==> config.mk <==
export PLATFORM = sky130hd
export DESIGN_NAME = bht_controller
export DESIGN_NICKNAME = d
export VERILOG_FILES = /design/src/rtl/bht_controller.sv
export SDC_FILE = /design/constraint.sdc
export NUM_CORES = 1
export LEC_CHECK = 0
export BUFFER_PORTS_ARGS = -buffer_cell sky130_fd_sc_hd__buf_4
export CAP_MARGIN = 25
export CORE_MARGIN = 1
export CORE_UTILIZATION = 40
export CTS_CLUSTER_SIZE = 8
export DETAILED_ROUTE_END_ITERATION = 8
export PLACE_DENSITY = 0.61
export SYNTH_ARGS = -nofsm -noshare
export SYNTH_HDL_FRONTEND = slang
export SYNTH_SLANG_ARGS = --single-unit
==> constraint.sdc <==
create_clock -name clk -period 2.5 [get_ports clk]
set_input_delay 0.5 -clock clk [delete_from_list [all_inputs] [get_ports clk]]
set_output_delay 0.5 -clock clk [all_outputs]
set_load 0.05 [all_outputs]
==> src/rtl/bht_controller.sv <==
// bht_controller: 2-bit saturating branch history table, one access slot shared by predict and queued update.
// Latency: prediction result one cycle after acceptance; updates apply when they drain from the FIFO.
// Backpressure: pred_ready/upd_ready low during INIT and while the update FIFO is full. Option: BHT_GSHARE_EN.

module bht_fifo #(
  parameter int W     = 8,
  parameter int DEPTH = 2
) (
  input  logic         clk,
  input  logic         rst,
  input  logic         push,
  input  logic [W-1:0] push_dat,
  input  logic         pop,
  output logic [W-1:0] pop_dat,
  output logic         full,
  output logic         empty
);
  localparam int PW = (DEPTH > 1) ? $clog2(DEPTH) : 1;
  localparam int CW = $clog2(DEPTH + 1);

  logic [W-1:0]  mem [DEPTH];
  logic [PW-1:0] rd_ptr, wr_ptr;
  logic [CW-1:0] cnt;

  function automatic logic [PW-1:0] ptr_inc(input logic [PW-1:0] p);
    return (p == PW'(DEPTH - 1)) ? '0 : p + PW'(1);
  endfunction

  always_ff @(posedge clk) begin
    if (rst) begin
      rd_ptr <= '0;
      wr_ptr <= '0;
      cnt    <= '0;
    end else begin
      if (push) wr_ptr <= ptr_inc(wr_ptr);
      if (pop)  rd_ptr <= ptr_inc(rd_ptr);
      case ({push, pop})
        2'b10:   cnt <= cnt + CW'(1);
        2'b01:   cnt <= cnt - CW'(1);
        default: cnt <= cnt;
      endcase
    end
  end

  always_ff @(posedge clk) begin
    if (push) mem[wr_ptr] <= push_dat;
  end

  assign pop_dat = mem[rd_ptr];
  assign full    = (cnt == CW'(DEPTH));
  assign empty   = (cnt == '0);
endmodule

module bht_controller #(
  parameter int         IDX_W    = 4,
  parameter int         UQ_DEPTH = 2,
  parameter logic [1:0] INIT_CNT = 2'b11
) (
  input  logic             clk,
  input  logic             rst,
  input  logic             pred_req,
  input  logic [IDX_W-1:0] pred_pc,
  output logic             pred_ready,
  output logic             pred_valid,
  output logic             pred_taken,
  input  logic             upd_req,
  input  logic [IDX_W-1:0] upd_pc,
  input  logic             upd_taken,
  output logic             upd_ready,
  output logic             busy
);
  localparam int N = 2 ** IDX_W;

  typedef enum logic {S_INIT, S_RUN} state_t;
  typedef struct packed {
    logic [IDX_W-1:0] idx;
    logic             taken;
  } upd_entry_t;

  state_t           state_q, state_d;
  logic             run;
  logic [IDX_W-1:0] init_ptr;
  logic [1:0]       bht_mem [N];
  logic [IDX_W-1:0] pred_idx, upd_idx;
  logic             pred_acc, upd_acc, drain;
  logic             uq_full, uq_empty;
  upd_entry_t       uq_in, uq_head;
  logic [1:0]       cur_cnt, nxt_cnt;

  always_ff @(posedge clk) begin
    if (rst) state_q <= S_INIT;
    else     state_q <= state_d;
  end

  always_comb begin
    state_d = state_q;
    if (state_q == S_INIT && init_ptr == IDX_W'(N - 1)) state_d = S_RUN;
  end

  always_comb begin
    busy = (state_q == S_INIT);
    run  = (state_q == S_RUN);
  end

  always_ff @(posedge clk) begin
    if (rst)       init_ptr <= '0;
    else if (busy) init_ptr <= init_ptr + IDX_W'(1);
  end

`ifdef BHT_GSHARE_EN
  logic [IDX_W-1:0] ghr;
  always_ff @(posedge clk) begin
    if (rst)          ghr <= '0;
    else if (upd_acc) ghr <= {ghr[IDX_W-2:0], upd_taken};
  end
  assign pred_idx = pred_pc ^ ghr;
  assign upd_idx  = upd_pc ^ ghr;
`else
  assign pred_idx = pred_pc;
  assign upd_idx  = upd_pc;
`endif

  // A full FIFO blocks predictions so the head is guaranteed a slot to drain.
  assign upd_ready  = run && !uq_full;
  assign pred_ready = run && !uq_full;
  assign pred_acc   = pred_req && pred_ready;
  assign upd_acc    = upd_req && upd_ready;
  assign drain      = run && !uq_empty && !pred_acc;

  assign uq_in = '{idx: upd_idx, taken: upd_taken};

  bht_fifo #(.W($bits(upd_entry_t)), .DEPTH(UQ_DEPTH)) u_uq (
    .clk      (clk),
    .rst      (rst),
    .push     (upd_acc),
    .push_dat (uq_in),
    .pop      (drain),
    .pop_dat  (uq_head),
    .full     (uq_full),
    .empty    (uq_empty)
  );

  always_comb begin
    cur_cnt = bht_mem[uq_head.idx];
    nxt_cnt = cur_cnt;
    if (uq_head.taken) begin
      if (cur_cnt != 2'b11) nxt_cnt = cur_cnt + 2'd1;
    end else begin
      if (cur_cnt != 2'b00) nxt_cnt = cur_cnt - 2'd1;
    end
  end

  // Entries are not reset directly; INIT rewrites every one after any rst.
  always_ff @(posedge clk) begin
    if (!rst) begin
      if (busy)       bht_mem[init_ptr]    <= INIT_CNT;
      else if (drain) bht_mem[uq_head.idx] <= nxt_cnt;
    end
  end

  always_ff @(posedge clk) begin
    if (rst) begin
      pred_valid <= 1'b0;
      pred_taken <= 1'b0;
    end else begin
      pred_valid <= pred_acc;
      if (pred_acc) pred_taken <= bht_mem[pred_idx][1];
    end
  end
endmodule

==> key figures <==
Critical path
  • WP data required: 2490 ps
  • Crit. path cell count: 6
  • Crit path capture type: flip-flop
  • Setup crit start kind: flip-flop
  • Critical-path top delay cell: mux4_2
  • Cell depth of the worst flop-to-flop path: 6
  • Delay-heaviest family, CP: multiplexers
  • CP arrival: 2330 ps
  • Crit-path cells: mux2_4 > mux4_2 > nand2_1 > and4_1 > maj3_2 > nand2_2
  • Max incr delay on CP: roughly 450 ps
  • Worst path buffer plus inverter count: 0
  • CP max FO: 16
  • Crit Path Class: reg2reg

Timing
  • RSZ-0062 raised after global routing: false
  • Setup TNS: 0 ps
  • Max Slew Vio Count: 0
  • Setup slack after layout: 160 ps
  • Final hold violation count: 0
  • Fin crit share: 93.6%
  • Slew headroom: 70.0%
  • Post-Route Skew: 6.04 ps
  • Final setup fails: 0
  • Least-Margin Pin Slew: 448 ps
  • Fin crit period: approximately 2300 ps
  • Max Clk Rate: around 430 MHz

Layout
  • ANT cells: 0
  • Register area: 0.00150 sq mm
  • Non-filler cells, final: 272
  • Layout cells sized above 1: 25.4%
  • Fill cell count: 531
  • Final net count: between 200 and 250
  • Area grow syn2layout: 13.0%
  • Multi-input logic area: 903 sq um

Placed design
  • Port Buffer Count: 17
  • Placed Instances: 264
  • Gpl congestion: 0.765
  • Dpl hpwl: 3650 um
  • Place WS: roughly 2.3 ps

Power
  • Net Switching: 313 uW
  • Pwr Density: around 560 mW/mm^2
  • Worst VDD drop: 0.223 mV
  • Switching portion of total power: 20.4%
  • Comb pwr share: 4.5%
  • Cell-internal power: 1220 uW
  • Clk pwr share: 32.2%
  • Power Total: between 1500 and 2000 uW
  • Seq pwr share: 63.3%
  • P_leak: 0.000943 uW

Floorplan
  • Initial Util: 41.3%
  • Row cnt: 28
  • Core Box Area: between 0.005 and 0.006 sq mm
  • Die footprint: 0.00642 sq mm
  • Die Span X: around 80 um
  • Top-level I/O count: 18
  • Die height: 80.1 um

Global routing
  • Total gr overflow: 0
  • Pin count of the biggest net entering global routing: 17
  • Met2 Use GR: 28.5%
  • Initial antenna violation count: 0
  • Met3 usage: approximately 4.2%
  • Vias in the first global route: 1535
  • GR peak layer: met2
  • Total global-route track usage: 16.7%
  • GRT met1 Usage: between 20% and 30%
  • Global-route wire length before repair: 7760 um

Yosys
  • Synth cell types: 35
  • Async S/R FF share, synth: 0%
  • Syn Nets: 190
  • Mapped Area: between 0.002 and 0.0025 sq mm
  • Post-Synthesis Mean Instance Area: 14.0 sq um
  • Area leader, netlist: edfxtp_1
  • Top cell type's share of synthesized area: 51.6%
  • Main synth FF type: edfxtp_1
  • Post-synth EDFFs: 42
  • Top post-synthesis cells by area: edfxtp_1 52%, mux4_2 12%, dfxtp_1 9.8%, nor2_1 3.4%, nand2_1 2.9%
  • FF+latch count, synth: 54
  • Register area share after synthesis: 61.5%
  • Yosys Warn Count: 0
  • Post-Synthesis Cells: 175

Routing
  • Remaining DRCs: 0
  • Antenna-violating nets left: 0
  • Iter 0 DRT Violations: 82
  • Vias: roughly 1500
  • Initial DRT Pass Iterations: 4
  • Routed WL per cell: 17.5 um
  • Total routed wirelength: 4770 um
  • Vias per inst: roughly 5.4

Run
  • MaxCap Viol Count: 0

Clock network
  • CTS Sinks: 54
  • Num CTS Buffers: 5
  • Clock root buffer: clkbuf_8
  • CTS H-tree depth: 2
  • Clk Latency, worst-skew pair: 300 ps
  • Clk slew on worst S/H paths: 90 ps
  • CTS tree: done
  • Max clock buf depth: 2

Min path
  • Hold Path Class: in2reg
  • Hold depth: 1

Status
  • Status: complete, no violations
[flip-flops by register name (all words and copies together) (netlist names), named ones only]
register / count
bht_mem: 32
init_ptr: 4
pred_taken: 1
pred_valid: 1
run: 1
u_uq.cnt: 2
u_uq.mem: 10
u_uq.rd_ptr: 1
u_uq.wr_ptr: 1
[cell usage in the layout (no fill, tap or decap), types with 3 or more instances in the layout]
cell / instances
a21oi_1: 5
buf_4: 20
clkbuf_8: 6
dfxtp_1: 12
edfxtp_1: 42
inv_1: 4
mux2i_1: 6
mux4_2: 13
nand2_1: 17
nand2b_1: 4
nor2_1: 22
nor2b_1: 7
xnor2_1: 3
xor2_1: 4
[synthesized netlist by cell type, types with 2 or more instances]
cell type / n
edfxtp_1: 42
nor2_1: 22
nand2_1: 19
mux4_2: 13
dfxtp_1: 12
nor2b_1: 7
a21oi_1: 6
mux2i_1: 6
inv_1: 4
nand2b_1: 4
xor2_1: 4
xnor2_1: 3
and2_1: 2
and3_1: 2
and4_1: 2
buf_6: 2
clkbuf_1: 2
ha_1: 2
nand3_1: 2
nand4_1: 2
o22ai_1: 2
o32ai_1: 2
[worst paths after layout]
kind                           start                        to  slack [ps]
max                        flip-flop  bht_mem[10][0]$_DFFE_PP_         160
min                        upd_pc[1]  u_uq.mem[0][2]$_DFFE_PP_         380
max reg2reg                flip-flop  bht_mem[10][0]$_DFFE_PP_         160
min reg2reg  pred_taken$_SDFFE_PP0P_   pred_taken$_SDFFE_PP0P_         490
[metal layers]
layer	routed length (um)	vias up
met5	0	-
met4	92	0
met3	182	11
met2	2470	34
met1	2020	730
li1	-	692
[kinds of logic (layout without fill, tap and decap cells)]
kind of cell / count (synthesis) / after routing / share of synthesized area (%)
AOI/OAI and AO/OA: 12 / 12 / 2.92
xor gates and xnor gates: 7 / 7 / 2.51
adders and majority gates: 4 / 4 / 1.90
buffers and inverters: 10 / 32 / 2.36
DFF: 54 / 54 / 61.5
muxes: 21 / 21 / 15.5
and+or+nand+nor: 67 / 67 / 13.3
[cell type report]
type | count | area share, %
tap | 75 | 3.40
sequential | 54 | 54.4
clock inverter | 2 | 0.454
multi-input combinational | 111 | 32.7
inverter | 4 | 0.544
clock buffer | 6 | 2.99
timing repair buffer | 20 | 5.44
[power groups by stage]
stage               sequential [uW]  clock (uW)  combinational (uW)
floorplan                       989           0                37.9
global placement                991           0                64.7
detailed placement              991           0                68.0
CTS                             970         502                68.4
global route                    972         537                75.8
finish                          970         493                68.9
[stage by stage]
stage | hold WS (ps) | util, % | area [sq um]
after floorplan | 481 | - | 2450
after global placement | 445 | 44.7 | 2650
after detailed placement | 482 | 44.7 | 2650
after CTS | 371 | 46.4 | 2750
after global routing | 366 | 46.6 | 2760
final | 377 | 46.6 | 2760
[timing repair]
action	in CTS	in global routing
resized for setup	2	2
pin swaps	0	0
endpoints found under the setup margin	32	10
setup buffers	0	0
hold buffers	0	0
Note: power is estimated with default switching activity, not from simulation.
